<file path="src/rtl/vedic_4x4_seq.sv">
// -----------------------------------------------------------------------------
// vedic_4x4_seq
//
// Sequential 4x4 unsigned multiplier controller around the shared 2x2 Vedic
// multiplier. A 4x4 product is built from four 2x2 sub-products that are issued
// one at a time over the 2x2 unit's start/done handshake. Each returned
// sub-product is shifted into place and added into an 8-bit accumulator.
//
// Sub-product order (aL=a[1:0], aH=a[3:2], same split for b):
//   k=0: aL*bL << 0   k=1: aH*bL << 2   k=2: aL*bH << 2   k=3: aH*bH << 4
//
// Parameters:
//   TIMEOUT  maximum cycles spent waiting for mul_done per sub-product (1..255)
//   CW       width of the timeout counter; must be able to hold TIMEOUT
//
// Ports:
//   clk         system clock, rising edge
//   reset       asynchronous, active-high; clears all state
//   a, b        4-bit operands, sampled when start is accepted in IDLE
//   start       operation request, only accepted in IDLE
//   busy        high from the cycle after acceptance through the done cycle
//   result      8-bit product, valid with done, held until the next operation
//               completes
//   done        one-cycle completion pulse
//   err         set with done when a sub-product timed out; cleared on the
//               next accepted start
//   mul_a/mul_b 2-bit operands to the 2x2 unit, stable from issue to capture
//   mul_start   one-cycle start pulse to the 2x2 unit
//   mul_result  2x2 product, valid while mul_done=1
//   mul_done    2x2 completion
// -----------------------------------------------------------------------------
module vedic_4x4_seq #(
  parameter int unsigned TIMEOUT = 15,
  parameter int unsigned CW      = 8
) (
  input  logic       clk,
  input  logic       reset,
  input  logic [3:0] a,
  input  logic [3:0] b,
  input  logic       start,
  output logic       busy,
  output logic [7:0] result,
  output logic       done,
  output logic       err,
  output logic [1:0] mul_a,
  output logic [1:0] mul_b,
  output logic       mul_start,
  input  logic [3:0] mul_result,
  input  logic       mul_done
);

  typedef enum logic [1:0] {
    ST_IDLE  = 2'd0,
    ST_ISSUE = 2'd1,
    ST_WAIT  = 2'd2,
    ST_FIN   = 2'd3
  } state_e;

  localparam logic [CW-1:0] CNT_LAST = CW'(TIMEOUT - 1);
  localparam logic [CW-1:0] CNT_ONE  = CW'(1);

  // Selects the low or high 2-bit half of a 4-bit operand.
  function automatic logic [1:0] half_sel(input logic [3:0] op, input logic hi);
    half_sel = hi ? op[3:2] : op[1:0];
  endfunction

  // Places a 2x2 sub-product at its weight for the given sub-product index.
  function automatic logic [7:0] place_term(input logic [3:0] p, input logic [1:0] k);
    logic [7:0] t;
    case (k)
      2'd0:       t = {4'b0000, p};
      2'd1, 2'd2: t = {2'b00, p, 2'b00};
      2'd3:       t = {p, 4'b0000};
      default:    t = 8'h00;
    endcase
    return t;
  endfunction

  state_e        state_q;
  logic [3:0]    a_q;
  logic [3:0]    b_q;
  logic [7:0]    acc_q;
  logic [1:0]    k_q;
  logic [CW-1:0] cnt_q;
  logic          busy_q;
  logic          done_q;
  logic          err_q;
  logic [7:0]    result_q;
  logic [1:0]    mul_a_q;
  logic [1:0]    mul_b_q;

  logic [1:0]    k_next_d;
  logic [7:0]    term_d;
  logic [7:0]    acc_d;
  logic [1:0]    nxt_a_d;
  logic [1:0]    nxt_b_d;
  logic          cnt_last_d;

  // Datapath helpers: placed sub-product, running sum and next operand halves.
  always_comb begin
    k_next_d   = k_q + 2'd1;
    term_d     = place_term(mul_result, k_q);
    acc_d      = acc_q + term_d;
    // a uses its high half for odd k, b uses its high half for k >= 2.
    nxt_a_d    = half_sel(a_q, k_next_d[0]);
    nxt_b_d    = half_sel(b_q, k_next_d[1]);
    cnt_last_d = (cnt_q == CNT_LAST);
  end

  // Control FSM with all registered outputs and datapath state.
  always_ff @(posedge clk or posedge reset) begin
    if (reset) begin
      state_q  <= ST_IDLE;
      a_q      <= 4'h0;
      b_q      <= 4'h0;
      acc_q    <= 8'h00;
      k_q      <= 2'd0;
      cnt_q    <= {CW{1'b0}};
      busy_q   <= 1'b0;
      done_q   <= 1'b0;
      err_q    <= 1'b0;
      result_q <= 8'h00;
      mul_a_q  <= 2'd0;
      mul_b_q  <= 2'd0;
    end else begin
      case (state_q)
        ST_IDLE: begin
          if (start) begin
            a_q     <= a;
            b_q     <= b;
            acc_q   <= 8'h00;
            k_q     <= 2'd0;
            cnt_q   <= {CW{1'b0}};
            err_q   <= 1'b0;
            busy_q  <= 1'b1;
            // k=0 operands come straight from the ports being latched.
            mul_a_q <= a[1:0];
            mul_b_q <= b[1:0];
            state_q <= ST_ISSUE;
          end else begin
            state_q <= ST_IDLE;
          end
        end

        ST_ISSUE: begin
          // A done still high from the previous sub-product must drop before
          // issuing, otherwise WAIT would capture it as the new result.
          if (!mul_done) begin
            cnt_q   <= {CW{1'b0}};
            state_q <= ST_WAIT;
          end else begin
            state_q <= ST_ISSUE;
          end
        end

        ST_WAIT: begin
          if (mul_done) begin
            acc_q <= acc_d;
            if (k_q == 2'd3) begin
              // Load the result on the way into FIN so it is valid with done.
              result_q <= acc_d;
              done_q   <= 1'b1;
              state_q  <= ST_FIN;
            end else begin
              k_q     <= k_next_d;
              mul_a_q <= nxt_a_d;
              mul_b_q <= nxt_b_d;
              state_q <= ST_ISSUE;
            end
          end else if (cnt_last_d) begin
            // Timeout: report whatever has been accumulated so far.
            result_q <= acc_q;
            err_q    <= 1'b1;
            done_q   <= 1'b1;
            state_q  <= ST_FIN;
          end else begin
            cnt_q   <= cnt_q + CNT_ONE;
            state_q <= ST_WAIT;
          end
        end

        ST_FIN: begin
          done_q  <= 1'b0;
          busy_q  <= 1'b0;
          state_q <= ST_IDLE;
        end

        default: begin
          done_q  <= 1'b0;
          busy_q  <= 1'b0;
          state_q <= ST_IDLE;
        end
      endcase
    end
  end

  // mul_start has to be qualified by the current mul_done so that a stale done
  // holds the pulse back in the same cycle; it is decoded from the state
  // register and the 2x2 unit's done rather than registered.
  assign mul_start = (state_q == ST_ISSUE) & ~mul_done;

  assign busy   = busy_q;
  assign done   = done_q;
  assign err    = err_q;
  assign result = result_q;
  assign mul_a  = mul_a_q;
  assign mul_b  = mul_b_q;

endmodule

</file>
<file path="config.mk">
export PLATFORM = sky130hd
export DESIGN_NAME = vedic_4x4_seq
export DESIGN_NICKNAME = d
export VERILOG_FILES = /design/src/rtl/vedic_4x4_seq.sv
export SDC_FILE = /design/constraint.sdc
export NUM_CORES = 1
export LEC_CHECK = 0
export CAP_MARGIN = 40
export CORE_MARGIN = 2
export CORE_UTILIZATION = 30
export DETAILED_ROUTE_END_ITERATION = 12
export PLACE_DENSITY = 0.59
export SETUP_SLACK_MARGIN = 0.2
export SYNTH_ARGS = -nofsm -noshare
export SYNTH_HDL_FRONTEND = slang
export SYNTH_SLANG_ARGS = --single-unit
export TNS_END_PERCENT = 50
</file>
<file path="constraint.sdc">
create_clock -name clk -period 2.8 [get_ports clk]
set_input_delay 0.28 -clock clk [delete_from_list [all_inputs] [get_ports clk]]
set_output_delay 0.28 -clock clk [all_outputs]
set_load 0.1 [all_outputs]
</file>
# After elaboration in Yosys (flattened, before gate mapping)
# Index checks and enable logic that the tools add are counted.
[op_classes]
n_mux = 40
n_eq_ne = 17
bitwise = 2
reduce_logical = 16
n_addsub = 3
[op_table]
columns = ["op", "count"]
rows = [
  ["$mux 8", 8],
  ["$pmux 8 s3", 2],
  ["$mux 2", 14],
  ["$pmux 8 s2", 1],
  ["$ne 2x2->1 const B", 7],
  ["$pmux 2 s2", 3],
  ["$reduce_and 3->1", 3],
  ["$add 8x1->8 const B", 1],
  ["$add 8x8->8", 1],
  ["$eq 2x2->1 const B", 4],
  ["$eq 8x4->1 const B", 1],
  ["$mux 1", 8],
  ["$pmux 2 s4", 1],
  ["$reduce_and 4->1", 2],
  ["$reduce_bool 2->1", 4],
  ["$ne 3x3->1 const B", 2],
  ["$pmux 1 s2", 3],
  ["$reduce_and 5->1", 1],
  ["$eq 2x1->1 const B", 2],
  ["$logic_not 2->1", 2],
  ["$reduce_and 2->1", 2],
  ["$reduce_bool 3->1", 1],
  ["$add 2x1->2 const B", 1],
  ["$ne 2x1->1 const B", 1],
  ["other kinds (3)", 3],
]
[word_totals]
register_bits = 43
word_cells = 90

# Longest topological paths before layout
[depth]
ltp_word = 6
depth_mapped = 12
ltp_nobuf = 10

# Worst setup path before layout
# No wires, ideal clock.
[synth_timing]
path_type = "reg-to-reg"
from = "reg k_q[0]"
to = "reg result_q[7], in the netlist result[7]"
setup_slack_ps = 259
setup_ps = 132
arrival_ps = 2409
path_stages_with_launch = 12
n_path_buf = 1
t_required_ps = 2668
path_cell_list = "dfrtp_1 > inv_1 > ha_1 > clkbuf_1 > nor2b_1 > a22o_1 > ha_1 > o21ai_0 > or2_2 > a22oi_1 > xnor2_1 > o21ai_0"
[synth_between]
elab_chain_len = 6
word_cells_on_any_way = 11
[synth_rtl]
columns = ["item", "line", "source"]
rows = [
  ["from (decl)", "83", "logic [1:0] k_q;"],
  ["from (signal assigned)", "165", "k_q <= k_next_d;"],
  ["$eq 2x1->1 / $eq 2x2->1 (equally long branches)", "70", "case (k)"],
  ["$reduce_or 2->1", "70", ""],
  ["$pmux 8 s3", "70", ""],
  ["$add 8x8->8", "103", "acc_d = acc_q + term_d;"],
  ["$mux 8", "159", "if (k_q == 2'd3) begin"],
  ["$mux 8", "157", "if (mul_done) begin"],
  ["to (signal assigned)", "172", "result_q <= acc_q;"],
  ["to (decl)", "88", "logic [7:0] result_q;"],
]
# Parallel ways exist; a longest one is shown, timed or not. The select of a mux whose other input is x is not followed.
# A chain may end at the register's enable or synchronous reset.

# Final worst setup path
[layout_timing]
from = "reg k_q[0]"
to = "reg result_q[6], in the netlist result[6]"
# The elaborated chain is that of the path after synthesis.

==> metrics.txt <==
# TYPE chip_impl_metric gauge
chip_impl_info{name="status",value="finished, final reports clean"} 1
chip_impl_metric{name="yosys_warnings",unit=""} 0
chip_impl_metric{name="number_of_instances_in_the_synthesized_netlist",unit=""} 240
chip_impl_metric{name="synth_compound_gate_area_share",unit=""} 0.177
chip_impl_metric{name="worst-endpoint-required",unit="ns"} 3.02
chip_impl_metric{name="clk_latency",unit="ns"} 0.29
chip_impl_metric{name="synth_xor_xnor_area_share",unit=""} 0.0370
chip_impl_metric{name="finalWeightedCongestion",unit=""} 0.844
chip_impl_metric{name="power_density",unit="nW/µm²"} 1160
chip_impl_metric{name="antenna_violating_nets_post_route",unit=""} 0
chip_impl_info{name="critical_path_class",value="flop to flop"} 1
chip_impl_metric{name="timing_worst_slew_pin_value",unit="ns"} 0.759
chip_impl_metric{name="place.detailed.instances",unit=""} 372
chip_impl_metric{name="total_clock_buffers_created_by_cts",unit=""} 5
chip_impl_metric{name="synth.mux.area_fraction",unit=""} 0.0808
chip_impl_metric{name="mean_syn_cell_area",unit="µm²"} 9.87
chip_impl_metric{name="layout-drive-gt1-share",unit=""} 0.179
chip_impl_metric{name="drt-total-wl",unit="mm"} 5.02
chip_impl_metric{name="synth.ff_latch_count",unit=""} 43
chip_impl_info{name="min_path_type",value="primary input to async pin"} 1
chip_impl_metric{name="irDropWorstVdd",unit="V"} 0.000604
chip_impl_metric{name="cp_max_fo",unit=""} 7
chip_impl_metric{name="final-hold-violation-count",unit=""} 0
chip_impl_metric{name="seq_area_frac_synth",unit=""} 0.454
chip_impl_metric{name="synth_adder_area_share",unit=""} 0.0665
chip_impl_info{name="rsz0062_at_grt",value="no"} 1
chip_impl_metric{name="groute.usage.overall",unit=""} 0.120
chip_impl_metric{name="cellLeakagePower",unit="nW"} 1.30
chip_impl_metric{name="synthesis.nets",unit=""} 268
chip_impl_metric{name="top_level_ports",unit=""} 32
chip_impl_metric{name="finalCoreUtilization",unit=""} 0.382
chip_impl_info{name="final_cell_mix",value="43 x dfrtp_1, 24 x buf_4, 23 x nand2_1"} 1
chip_impl_metric{name="yosys.area_share.simple",unit=""} 0.157
chip_impl_metric{name="synthesis.area",unit="µm²"} 2370
chip_impl_metric{name="globalRoute.totalOverflow",unit=""} 0
chip_impl_info{name="start_kind",value="flop"} 1
chip_impl_metric{name="max_slew_margin",unit=""} 0.491
chip_impl_metric{name="core_box_area",unit="µm²"} 7690
chip_impl_metric{name="max-clock-path-buffers",unit=""} 2
chip_impl_metric{name="grt_max_degree",unit=""} 25
chip_impl_info{name="synth_top_family_by_area",value="compound AO/OA/AOI/OAI gates"} 1
chip_impl_metric{name="routed-via-count",unit=""} 1845
chip_impl_metric{name="min_period",unit="ns"} 2.45
chip_impl_metric{name="nNetsFinal",unit=""} 306
chip_impl_metric{name="timing.final.max_slew_violations",unit=""} 0
chip_impl_metric{name="start_util",unit=""} 0.308
chip_impl_metric{name="post-route-drc-count",unit=""} 0
chip_impl_metric{name="timing.setup.tns",unit="ns"} 0
chip_impl_metric{name="drt_iter0_markers",unit=""} 51
chip_impl_metric{name="n_antenna_cell",unit=""} 0
chip_impl_metric{name="detailedRoute.firstPassIterationCount",unit=""} 4
chip_impl_metric{name="synth_cell_type_count",unit=""} 42
chip_impl_info{name="critPathCaptureType",value="flop"} 1
chip_impl_info{name="commonest_non_fill_non_tap_cell_in_the_layout",value="dfrtp_1"} 1
chip_impl_metric{name="cts_hold_buffers",unit=""} 0
chip_impl_metric{name="max_cap_viol_count",unit=""} 0
chip_impl_metric{name="die_w",unit="µm"} 92.9
chip_impl_metric{name="report.final.setup_viol",unit=""} 0
chip_impl_metric{name="design.die.area",unit="µm²"} 8630
chip_impl_metric{name="die-height",unit="µm"} 92.9
chip_impl_metric{name="clk_transition_reported_paths",unit="ns"} 0.08
chip_impl_info{name="tritoncts",value="yes"} 1
chip_impl_metric{name="clock_sinks",unit=""} 43
chip_impl_metric{name="antenna_violations_before_repair",unit=""} 0
chip_impl_metric{name="worst-endpoint-arrival",unit="ns"} 2.67
chip_impl_metric{name="wl_per_cell",unit="µm"} 13.2
chip_impl_metric{name="period_utilization_post_route",unit=""} 0.874
chip_impl_metric{name="viasPerCell",unit=""} 4.84
chip_impl_metric{name="area_growth_syn_to_layout",unit="%"} 23.9
chip_impl_info{name="clk_root_buf",value="clkbuf_8"} 1
chip_impl_metric{name="row_count",unit=""} 32
chip_impl_metric{name="highest_clock_rate",unit="MHz"} 408
chip_impl_metric{name="first_global_vias",unit=""} 1784
chip_impl_metric{name="number_of_i_o_port_buffers",unit=""} 31
chip_impl_metric{name="layout.cells.non_filler",unit=""} 381
chip_impl_metric{name="final.setup_skew",unit="ns"} 0.00583
chip_impl_metric{name="post-dp-hpwl",unit="mm"} 3.68
chip_impl_metric{name="global_route_wire_length_before_repair",unit="mm"} 8.45
chip_impl_metric{name="htree_num_levels",unit=""} 2
chip_impl_metric{name="filler_cell_count",unit=""} 793
[stage by stage]
step           cell area (µm²)  hold WS (ns)  total power, mW  setup WS [ns]
5_1_grt                   2940         0.388             3.61          0.221
4_1_cts                   2930         0.362             3.43          0.303
2_1_floorplan             2370         0.432             2.45          0.259
3_3_place_gp              2800         0.467             2.88          0.245
3_5_place_dp              2800         0.467             2.90          0.217
6_report                  2940         0.336             3.40          0.351
[cells by family (layout without fill, tap and decap cells)]
| group | count (synthesis) | after routing |
|---|---|---|
| AO/OA/AOI/OAI | 66 | 66 |
| XOR/XNOR | 10 | 10 |
| adder cells (fa/ha/maj) | 12 | 12 |
| buffers and inverters | 16 | 55 |
| flip-flops | 43 | 43 |
| multiplexers | 18 | 18 |
| AND/OR/NAND/NOR | 75 | 75 |
[where the power goes]
| group | switching, mW | internal, mW | total [mW] |
|---|---|---|---|
| registers | 0.147 | 0.833 | 0.980 |
| clock network | 0.219 | 0.289 | 0.508 |
| logic | 1.29 | 0.621 | 1.91 |
[routing by layer]
layer / track usage / wire, µm
met1: 0.172 / 2630
met4: 0.0392 / 53
met3: 0.0260 / 171
met2: 0.182 / 2160
met5: 0 / 0
[cell type report]
type / count / area (µm²) / share of cell area
Clock buffer: 6 / 82.6 / 0.0281
Sequential cell: 43 / 1080 / 0.366
Clock inverter: 2 / 35.0 / 0.0119
Tap cell: 102 / 128 / 0.0435
Inverter: 7 / 26.3 / 0.00895
Multi-Input combinational cell: 181 / 1240 / 0.422
Timing Repair Buffer: 40 / 350 / 0.119
[critical path, stage by stage (launching register included)]
cell,delay (ns)
dfrtp_1,0.35
inv_1,0.06
ha_1,0.27
and2_1,0.17
ha_1,0.21
fa_1,0.44
a211o_1,0.33
a211oi_2,0.21
nor3b_2,0.07
and2_1,0.15
o22ai_1,0.11
[final timing paths]
| kind | from | cells past startpoint | endpoint | slack (ns) |
|---|---|---|---|---|
| max | k_q[0] | 10 | result[6] | 0.35 |
| min | reset | 2 | cnt_q[7] | 0.34 |
| max reg2reg | k_q[0] | 10 | result[6] | 0.35 |
| min reg2reg | mul_a[0] | 2 | mul_a[0] | 0.49 |
| max in group asynchronous | reset | 3 | done | 1.74 |
| min in group clk | mul_a[0] | 2 | mul_a[0] | 0.49 |
[registers in the layout, indices dropped and copies added, names as in the netlist, 2 cells and up]
signal / cells
cnt_q: 8
result: 8
a_q: 4
k_q: 2
acc_q: 8
state_q: 2
b_q: 4
mul_a: 2
mul_b: 2
[synth_stat cells]
cell,n,share of area
nor4_1,1,0.0026
fa_1,1,0.0084
nand3_2,1,0.0042
ha_1,11,0.058
a22oi_1,3,0.0095
nand3_1,3,0.0063
nor3b_2,1,0.0053
inv_1,7,0.011
or3_1,2,0.0053
o21bai_1,1,0.0032
mux2i_1,9,0.038
o221ai_1,1,0.0037
a21oi_2,1,0.0037
o31ai_1,1,0.0032
and2_1,6,0.016
a22o_1,6,0.022
a211oi_1,4,0.013
nand2b_1,4,0.011
o21ai_0,20,0.042
nor3b_1,2,0.0063
a21oi_1,17,0.036
nand4b_1,1,0.0037
and3_1,2,0.0053
a21o_1,3,0.0095
a32o_1,1,0.0042
dfrtp_1,43,0.45
a2111oi_0,1,0.0037
nor2b_1,4,0.011
buf_2,1,0.0021
buf_4,1,0.0032
or2_2,2,0.0053
o21a_1,3,0.0095
clkbuf_1,7,0.011
o22ai_1,2,0.0053
xor2_1,5,0.018
xnor2_1,5,0.018
nor2_1,20,0.032
mux2_2,9,0.043
nand2_1,23,0.036
nand4_1,3,0.0079
a211o_1,1,0.0037
o21bai_2,1,0.0048
[repair_timing]
action / CTS / global route
setup endpoints to repair: 1 / 1
resized for setup: 0 / 2
hold endpoints to repair: 0 / 0
setup buffers: 1 / 0
Note: power is estimated with default switching activity, not from simulation.
